--- config.mk ---
export PLATFORM = sky130hd
export DESIGN_NAME = vr_vc_converter
export DESIGN_NICKNAME = d
export VERILOG_FILES = /design/src/rtl/vc_pkg.sv /design/src/rtl/vc_credit_counter.sv /design/src/rtl/vr_vc_converter.sv
export SDC_FILE = /design/constraint.sdc
export NUM_CORES = 1
export LEC_CHECK = 0
export CORE_MARGIN = 4
export CORE_UTILIZATION = 34
export CTS_CLUSTER_DIAMETER = 100
export CTS_CLUSTER_SIZE = 24
export DETAILED_ROUTE_END_ITERATION = 10
export GPL_TIMING_DRIVEN = 0
export PLACE_DENSITY = 0.71
export SKIP_LAST_GASP = 1
export SLEW_MARGIN = 20
export SYNTH_ARGS = -nofsm -noshare
export SYNTH_HDL_FRONTEND = slang
export SYNTH_SLANG_ARGS = --single-unit
--- constraint.sdc ---
create_clock -name clk -period 1.3 [get_ports clk]
set_input_delay 0.26 -clock clk [delete_from_list [all_inputs] [get_ports clk]]
set_output_delay 0.26 -clock clk [all_outputs]
set_load 0.1 [all_outputs]
--- src/rtl/vc_pkg.sv ---
// Shared definitions for the valid/ready <-> valid/credit converter pair.
// Both sides derive the credit counter width from the same function.
package vc_pkg;

    localparam int DEFAULT_CREDIT_NUM = 2;

    function automatic int credit_w(input int n);
        return $clog2(n + 1);
    endfunction

    typedef logic [credit_w(DEFAULT_CREDIT_NUM)-1:0] credit_cnt_t;

endpackage

--- src/rtl/vc_credit_counter.sv ---
// Saturating credit counter: +1 on inc, -1 on dec, sticky ovf on inc at MAX.
// Latency: count updates one edge after inc/dec; no backpressure (caller must not dec at zero).
// Backpressure: none; nonzero is the consumer's permission to dec.
module vc_credit_counter
    import vc_pkg::*;
#(
    parameter int MAX = 2,
    localparam int W = credit_w(MAX)
) (
    input  logic         clk,
    input  logic         rst,
    input  logic         inc,
    input  logic         dec,
    output logic [W-1:0] cnt,
    output logic         nonzero,
    output logic         ovf
);

    localparam logic [W-1:0] MAX_CNT = W'(MAX);

    always_ff @(posedge clk or posedge rst) begin
        if (rst) begin
            cnt <= '0;
            ovf <= 1'b0;
        end else begin
            case ({inc, dec})
                2'b10: begin
                    // A return with a full counter means the receiver over-granted.
                    if (cnt == MAX_CNT) ovf <= 1'b1;
                    else                cnt <= cnt + W'(1);
                end
                2'b01:   cnt <= cnt - W'(1);
                default: cnt <= cnt;
            endcase
        end
    end

    assign nonzero = (cnt != '0);

endmodule

--- src/rtl/vr_vc_converter.sv ---
// Valid/ready to valid/credit bridge: each accepted beat becomes a one-cycle m_valid_o pulse.
// Latency: 1 cycle from s-side fire to m_valid_o; 1 beat/cycle while credits last.
// Backpressure: s_ready_o drops as soon as the credit count reaches zero; no internal buffering.
module vr_vc_converter
    import vc_pkg::*;
#(
    parameter int DATA_WIDTH = 8,
    parameter int CREDIT_NUM = 2,
    localparam int CNT_W = credit_w(CREDIT_NUM)
) (
    input  logic                  clk,
    input  logic                  rst,
    input  logic [DATA_WIDTH-1:0] s_data_i,
    input  logic                  s_valid_i,
    output logic                  s_ready_o,
    output logic [DATA_WIDTH-1:0] m_data_o,
    output logic                  m_valid_o,
    input  logic                  m_credit_i,
    output logic [CNT_W-1:0]      credit_cnt_o,
    output logic                  credit_ovf_o
);

    logic fire;
    logic have_credit;

    assign s_ready_o = have_credit;
    assign fire      = s_valid_i & have_credit;

    vc_credit_counter #(
        .MAX(CREDIT_NUM)
    ) u_credit (
        .clk    (clk),
        .rst    (rst),
        .inc    (m_credit_i),
        .dec    (fire),
        .cnt    (credit_cnt_o),
        .nonzero(have_credit),
        .ovf    (credit_ovf_o)
    );

    // Payload only moves on fire so the link data is stable between beats.
    always_ff @(posedge clk or posedge rst) begin
        if (rst) begin
            m_valid_o <= 1'b0;
            m_data_o  <= '0;
        end else begin
            m_valid_o <= fire;
            if (fire) m_data_o <= s_data_i;
        end
    end

endmodule

==> Yosys cells after proc, flatten, opt, wreduce, memory -nomap -nowiden <==
Cells that the tools add are included.
{ "op_classes": {"n_reduce_logical": 4, "bitwise": 1, "eq_ne": 4, "n_addsub": 2, "mux": 2} }
{ "ops": {"columns": ["operator", "count"], "rows": [
  ["2-bit equality test (second input constant)", 2],
  ["2-bit case mux with 2 select lines", 1],
  ["2-bit AND reduction", 2],
  ["2-bit nonzero test", 2],
  ["2-bit by 1-bit adder with 2-bit output (second input constant)", 1],
  ["2-bit by 1-bit equality test with 1-bit output (second input constant)", 1],
  ["2-bit two-way mux", 1],
  ["2-bit inequality test (second input constant)", 1],
  ["2-bit by 1-bit subtractor with 2-bit output (second input constant)", 1],
  ["1-bit AND", 1]
]} }
{ "word_totals": {"out_inout_bits": 13, "reg_bits": 12, "in_bits": 12} }

==> Depth between registers and ports, before layout <==
{ "logic_depth": {"word_depth": 5, "ltp_mapped": 3} }

==> Hierarchy <==
From an unflattened synthesis, not the netlist that was laid out.
{ "hier_totals": {"hier_cells": 34, "area_unflattened_um2": 513.0} }
{ "by_module_without_submodules": {"columns": ["mod", "seq_area_each_um2", "n_inst", "cells_per_inst", "area_per_inst_um2"], "rows": [
  ["vr_vc_converter", 225.2, 1, 20, 364.1],
  ["vc_credit_counter", 75.1, 1, 14, 148.9]
]} }

==> Least setup slack after synthesis <==
OpenSTA, ideal clock, no wires.
{ "synth_path": {"path_kind": "register to register", "start": "register u_credit.cnt[1]", "end": "register m_data_o[0]", "synth_period_minus_slack_ns": 2.028, "slack_ns": -0.728, "stages_incl_launch_ff": 4, "t_arrival_ns": 1.902, "cell_sequence": "dfrtp_1 or2_4 nand2_8 mux2_4"} }
{ "synth_between": {"elab_chain_cells": 2} }
{ "synth_rtl": {"columns": ["element", "line", "text"], "rows": [
  ["from (decl)", "vc_credit_counter.sv:14", "output logic [W-1:0] cnt,"],
  ["from (signal assigned)", "vc_credit_counter.sv:30", "else cnt <= cnt + W'(1);"],
  ["from (signal assigned)", "vc_credit_counter.sv:32", "2'b01: cnt <= cnt - W'(1);"],
  ["from (signal assigned)", "vc_credit_counter.sv:33", "default: cnt <= cnt;"],
  ["2-bit nonzero test", "vc_credit_counter.sv:38", "assign nonzero = (cnt != '0);"],
  ["named net s_ready_o", "vr_vc_converter.sv:15", "output logic s_ready_o,"],
  ["1-bit AND", "vr_vc_converter.sv:27", "assign fire = s_valid_i & have_credit;"],
  ["to (signal assigned)", "vr_vc_converter.sv:48", "if (fire) m_data_o <= s_data_i;"],
  ["to (decl)", "vr_vc_converter.sv:16", "output logic [DATA_WIDTH-1:0] m_data_o,"]
]} }
The timed path passes the listed nets, and every way through them passes these cells.
A chain may end at the register's enable or synchronous reset.

==> Final worst setup path <==
{ "layout_path": {"start": "register u_credit.cnt[1]", "end": "output s_ready_o"} }
{ "layout_between": {"elab_chain_cells": 1} }
{ "layout_rtl": {"columns": ["element", "line"], "rows": [
  ["2-bit nonzero test", "vc_credit_counter.sv:38"],
  ["to (decl)", "vr_vc_converter.sv:15"]
]} }
No other way between the ends.

==> impl_metrics.xml <==
<?xml version="1.0" encoding="UTF-8"?>
<metrics>
  <group name="setup_path">
    <metric name="worstPathBufferInverterCount" unit="">1</metric>
    <metric name="worst_path_largest_cell_delay" unit="ns">0.49</metric>
    <metric name="critPathMaxFanout" unit="">3</metric>
    <metric name="arrival" unit="ns">1.20</metric>
    <metric name="worst_path_max_delay_cell" unit="">dfrtp_4</metric>
    <metric name="timing.critical_path.from_type" unit="">flop</metric>
    <metric name="setup.worst_path.end_class" unit="">primary output</metric>
    <metric name="worst-endpoint-required" unit="ns">1.04</metric>
    <metric name="worstPathCellList" unit="">or2_4 -&gt; buf_12</metric>
    <metric name="timing_worst_setup_path_type" unit="">reg -&gt; out</metric>
    <metric name="critical-path-top-delay-family" unit="">flip-flops</metric>
  </group>
  <group name="place">
    <metric name="place_hpwl" unit="um">770</metric>
    <metric name="numPlacedInstances" unit="">77</metric>
    <metric name="portBuffers" unit="">24</metric>
    <metric name="placed_area" unit="um2">802</metric>
    <metric name="place_congestion" unit="">0.682</metric>
  </group>
  <group name="clock_tree">
    <metric name="cts_hold_buffers" unit="">0</metric>
    <metric name="clock_latency_of_the_later_clocked_register_in_the_worst_skew_pair" unit="ns">0.27</metric>
    <metric name="cts.root.buffer_cell" unit="">clkbuf_4</metric>
    <metric name="clk_transition_reported_paths" unit="ns">0.08</metric>
    <metric name="ctsLongestPathBuffers" unit="">2</metric>
    <metric name="tritoncts" unit="">done</metric>
    <metric name="cts.sinks" unit="">12</metric>
    <metric name="cts_htree_levels" unit="">1</metric>
    <metric name="cts_buffers" unit="">3</metric>
  </group>
  <group name="grt">
    <metric name="antenna_found_initial" unit="">0</metric>
    <metric name="first_pass_grt_wire_length" unit="mm">1.60</metric>
    <metric name="grt-ovfl-total" unit="">0</metric>
    <metric name="grt_util_all_layers" unit="%">10.2</metric>
    <metric name="vias_in_the_first_global_route" unit="">350</metric>
    <metric name="grt_start_max_net_pins" unit="">13</metric>
  </group>
  <group name="cells_and_area">
    <metric name="postLayoutCellArea" unit="um2">860</metric>
    <metric name="antennaDiodeCount" unit="">0</metric>
    <metric name="count_of_placed_standard_cells_in_the_final_layout_fillers_left_out" unit="">86</metric>
    <metric name="drive_gt1_share" unit="%">51.4</metric>
    <metric name="num-nets-final" unit="">83</metric>
    <metric name="flow.area_growth_from_synthesis" unit="%">60.9</metric>
    <metric name="fillerInstances" unit="">127</metric>
  </group>
  <group name="floorplanning">
    <metric name="die-height" unit="um">47.6</metric>
    <metric name="fp.dieW" unit="um">47.6</metric>
    <metric name="pin_count" unit="">25</metric>
    <metric name="start_util" unit="%">35.9</metric>
    <metric name="coreArea" unit="um2">1490</metric>
    <metric name="core.rowCount" unit="">14</metric>
    <metric name="die-area" unit="um2">2270</metric>
  </group>
  <group name="sta">
    <metric name="post-route-period-util" unit="%">112</metric>
    <metric name="rsz0062_at_grt" unit="">true</metric>
    <metric name="worst_slew_pin_slew" unit="ns">0.487</metric>
    <metric name="worst_setup_slack_after_layout" unit="ns">-0.162</metric>
    <metric name="finalHoldWorstSlack" unit="ns">0.285</metric>
    <metric name="report.final.slew_viol_count" unit="">0</metric>
    <metric name="skew_final" unit="ns">0.00839</metric>
    <metric name="slew_headroom" unit="%">67.8</metric>
    <metric name="finalSetupViolations" unit="">10</metric>
    <metric name="fmax" unit="MHz">684</metric>
    <metric name="hold_violations" unit="">0</metric>
    <metric name="fin_crit" unit="ns">1.46</metric>
  </group>
  <group name="synthesis">
    <metric name="synth_top_area_cell" unit="">dfrtp_1</metric>
    <metric name="yosys-top-cells-area" unit="">dfrtp_1 (56%), mux2_4 (22%), nand2_8 (3.7%)</metric>
    <metric name="yosys_warnings" unit="">0</metric>
    <metric name="synth.lib_cells_used.distinct" unit="">15</metric>
    <metric name="synth_area" unit="um2">534</metric>
    <metric name="yosys_reg_bits" unit="">12</metric>
    <metric name="synth_top_area_share" unit="%">56.2</metric>
    <metric name="netlist_instances" unit="">37</metric>
    <metric name="syn-mean-instance-area" unit="um2">14.4</metric>
    <metric name="mappedNetlistNets" unit="">49</metric>
    <metric name="yosysSeqAreaShare" unit="%">56.2</metric>
  </group>
  <group name="drt">
    <metric name="drt_iter0_drc" unit="">2</metric>
    <metric name="postRouteAntennaNets" unit="">0</metric>
    <metric name="totalWireLength" unit="mm">1.11</metric>
    <metric name="vias_per_cell" unit="">4.57</metric>
    <metric name="drc_errors" unit="">0</metric>
    <metric name="drt_first_pass_iters" unit="">2</metric>
    <metric name="vias" unit="">393</metric>
    <metric name="routedWlPerCell" unit="um">12.9</metric>
  </group>
  <group name="worst_hold_path">
    <metric name="hold_path.class" unit="">in -&gt; async</metric>
  </group>
  <group name="outcome">
    <metric name="violations_in_the_final_reports" unit="">setup timing</metric>
    <metric name="result_of_the_run" unit="">finished with violations</metric>
  </group>
  <group name="flow_run">
    <metric name="maxCapViolations" unit="">0</metric>
  </group>
</metrics>
-- layout make-up --
class | count | area (um2) | share of cell area (%)
flip-flops and latches | 12 | 308 | 35.8
repair buffers | 28 | 250 | 29.1
multi-input cells | 23 | 234 | 27.2
clock buffers | 4 | 36.3 | 4.22
well taps | 16 | 20.0 | 2.33
inverters | 3 | 11.3 | 1.31
-- per-stage QoR --
| stage | TNS [ns] | util, % | setup slack (ns) |
|---|---|---|---|
| CTS | -1.33 | 57.6 | -0.171 |
| finish | -1.25 | 57.7 | -0.162 |
| detailed placement | -7.71 | 53.9 | -0.717 |
| global route | -1.59 | 57.7 | -0.201 |
| global placement | -7.61 | 53.9 | -0.718 |
| floorplan | -2.73 | - | -0.331 |
-- final timing paths --
| check | startpoint | to | slack, ns | depth (start not counted) |
|---|---|---|---|---|
| min in group clk | u_credit.ovf | u_credit.ovf | 0.48 | 1 |
| hold reg to reg | u_credit.ovf | u_credit.ovf | 0.48 | 1 |
| setup / recovery | u_credit.cnt[1] | s_ready_o | -0.16 | 2 |
| max in group asynchronous | rst | u_credit.cnt[1] | 0.67 | 2 |
| setup reg to reg | u_credit.cnt[1] | m_data_o[2] | -0.13 | 4 |
| hold / removal | rst | m_valid_o | 0.29 | 2 |
-- kinds of logic after synthesis --
family,count (synthesis),share of synthesized area (%)
AO/OA/AOI/OAI,4,4.68
buffers and inverters,3,2.11
flip-flops,12,56.2
multiplexers,8,22.5
AND/OR/NAND/NOR,10,14.5
-- per-layer routing --
metal	GRT usage, %	share of wire [%]	vias up
li1	-	-	194
met1	12.7	41	186
met2	16.6	53	13
met3	4.89	6.1	0
met4	1.61	0	0
met5	0	0	-
-- placed cells by master, fill, tap and decap left out, drive strengths merged --
master,n
nand2,3
clkbuf,4
mux2,8
clkdlybuf4s50,10
and3,1
buf,17
o21bai,1
dfrtp,12
a21oi,2
nor3,1
a22oi,1
nand2b,2
nor2,1
nand3b,1
dlymetal6s2s,1
nor2b,1
inv,3
or2,1
-- worst reg2reg max path, stage by stage, from the launching register on --
cell     delay [ns]
dfrtp_4        0.49
or2_4          0.27
buf_4          0.17
nand2_8        0.08
mux2_4         0.30
-- repair_timing --
action,in CTS,in global routing
gates resized for setup,80,1
cloned,1,0
setup buffers,4,0
endpoints found under the setup margin,21,12
-- sequential cells by signal (all words and copies together) (netlist names) --
name,flops
u_credit.ovf,1
m_valid_o,1
m_data_o,8
u_credit.cnt,2
-- cells in the mapped netlist, drive strengths merged --
cell	instances
or2	1
a22oi	1
mux2	8
nor2	1
inv	3
nand3b	1
and3	1
nand2b	2
o21bai	1
a21oi	2
nor2b	1
nand2	2
dfrtp	12
nor3	1
Power is not shown: default switching activity piles up to over one toggle a cycle in this logic, so the estimate is an artifact.
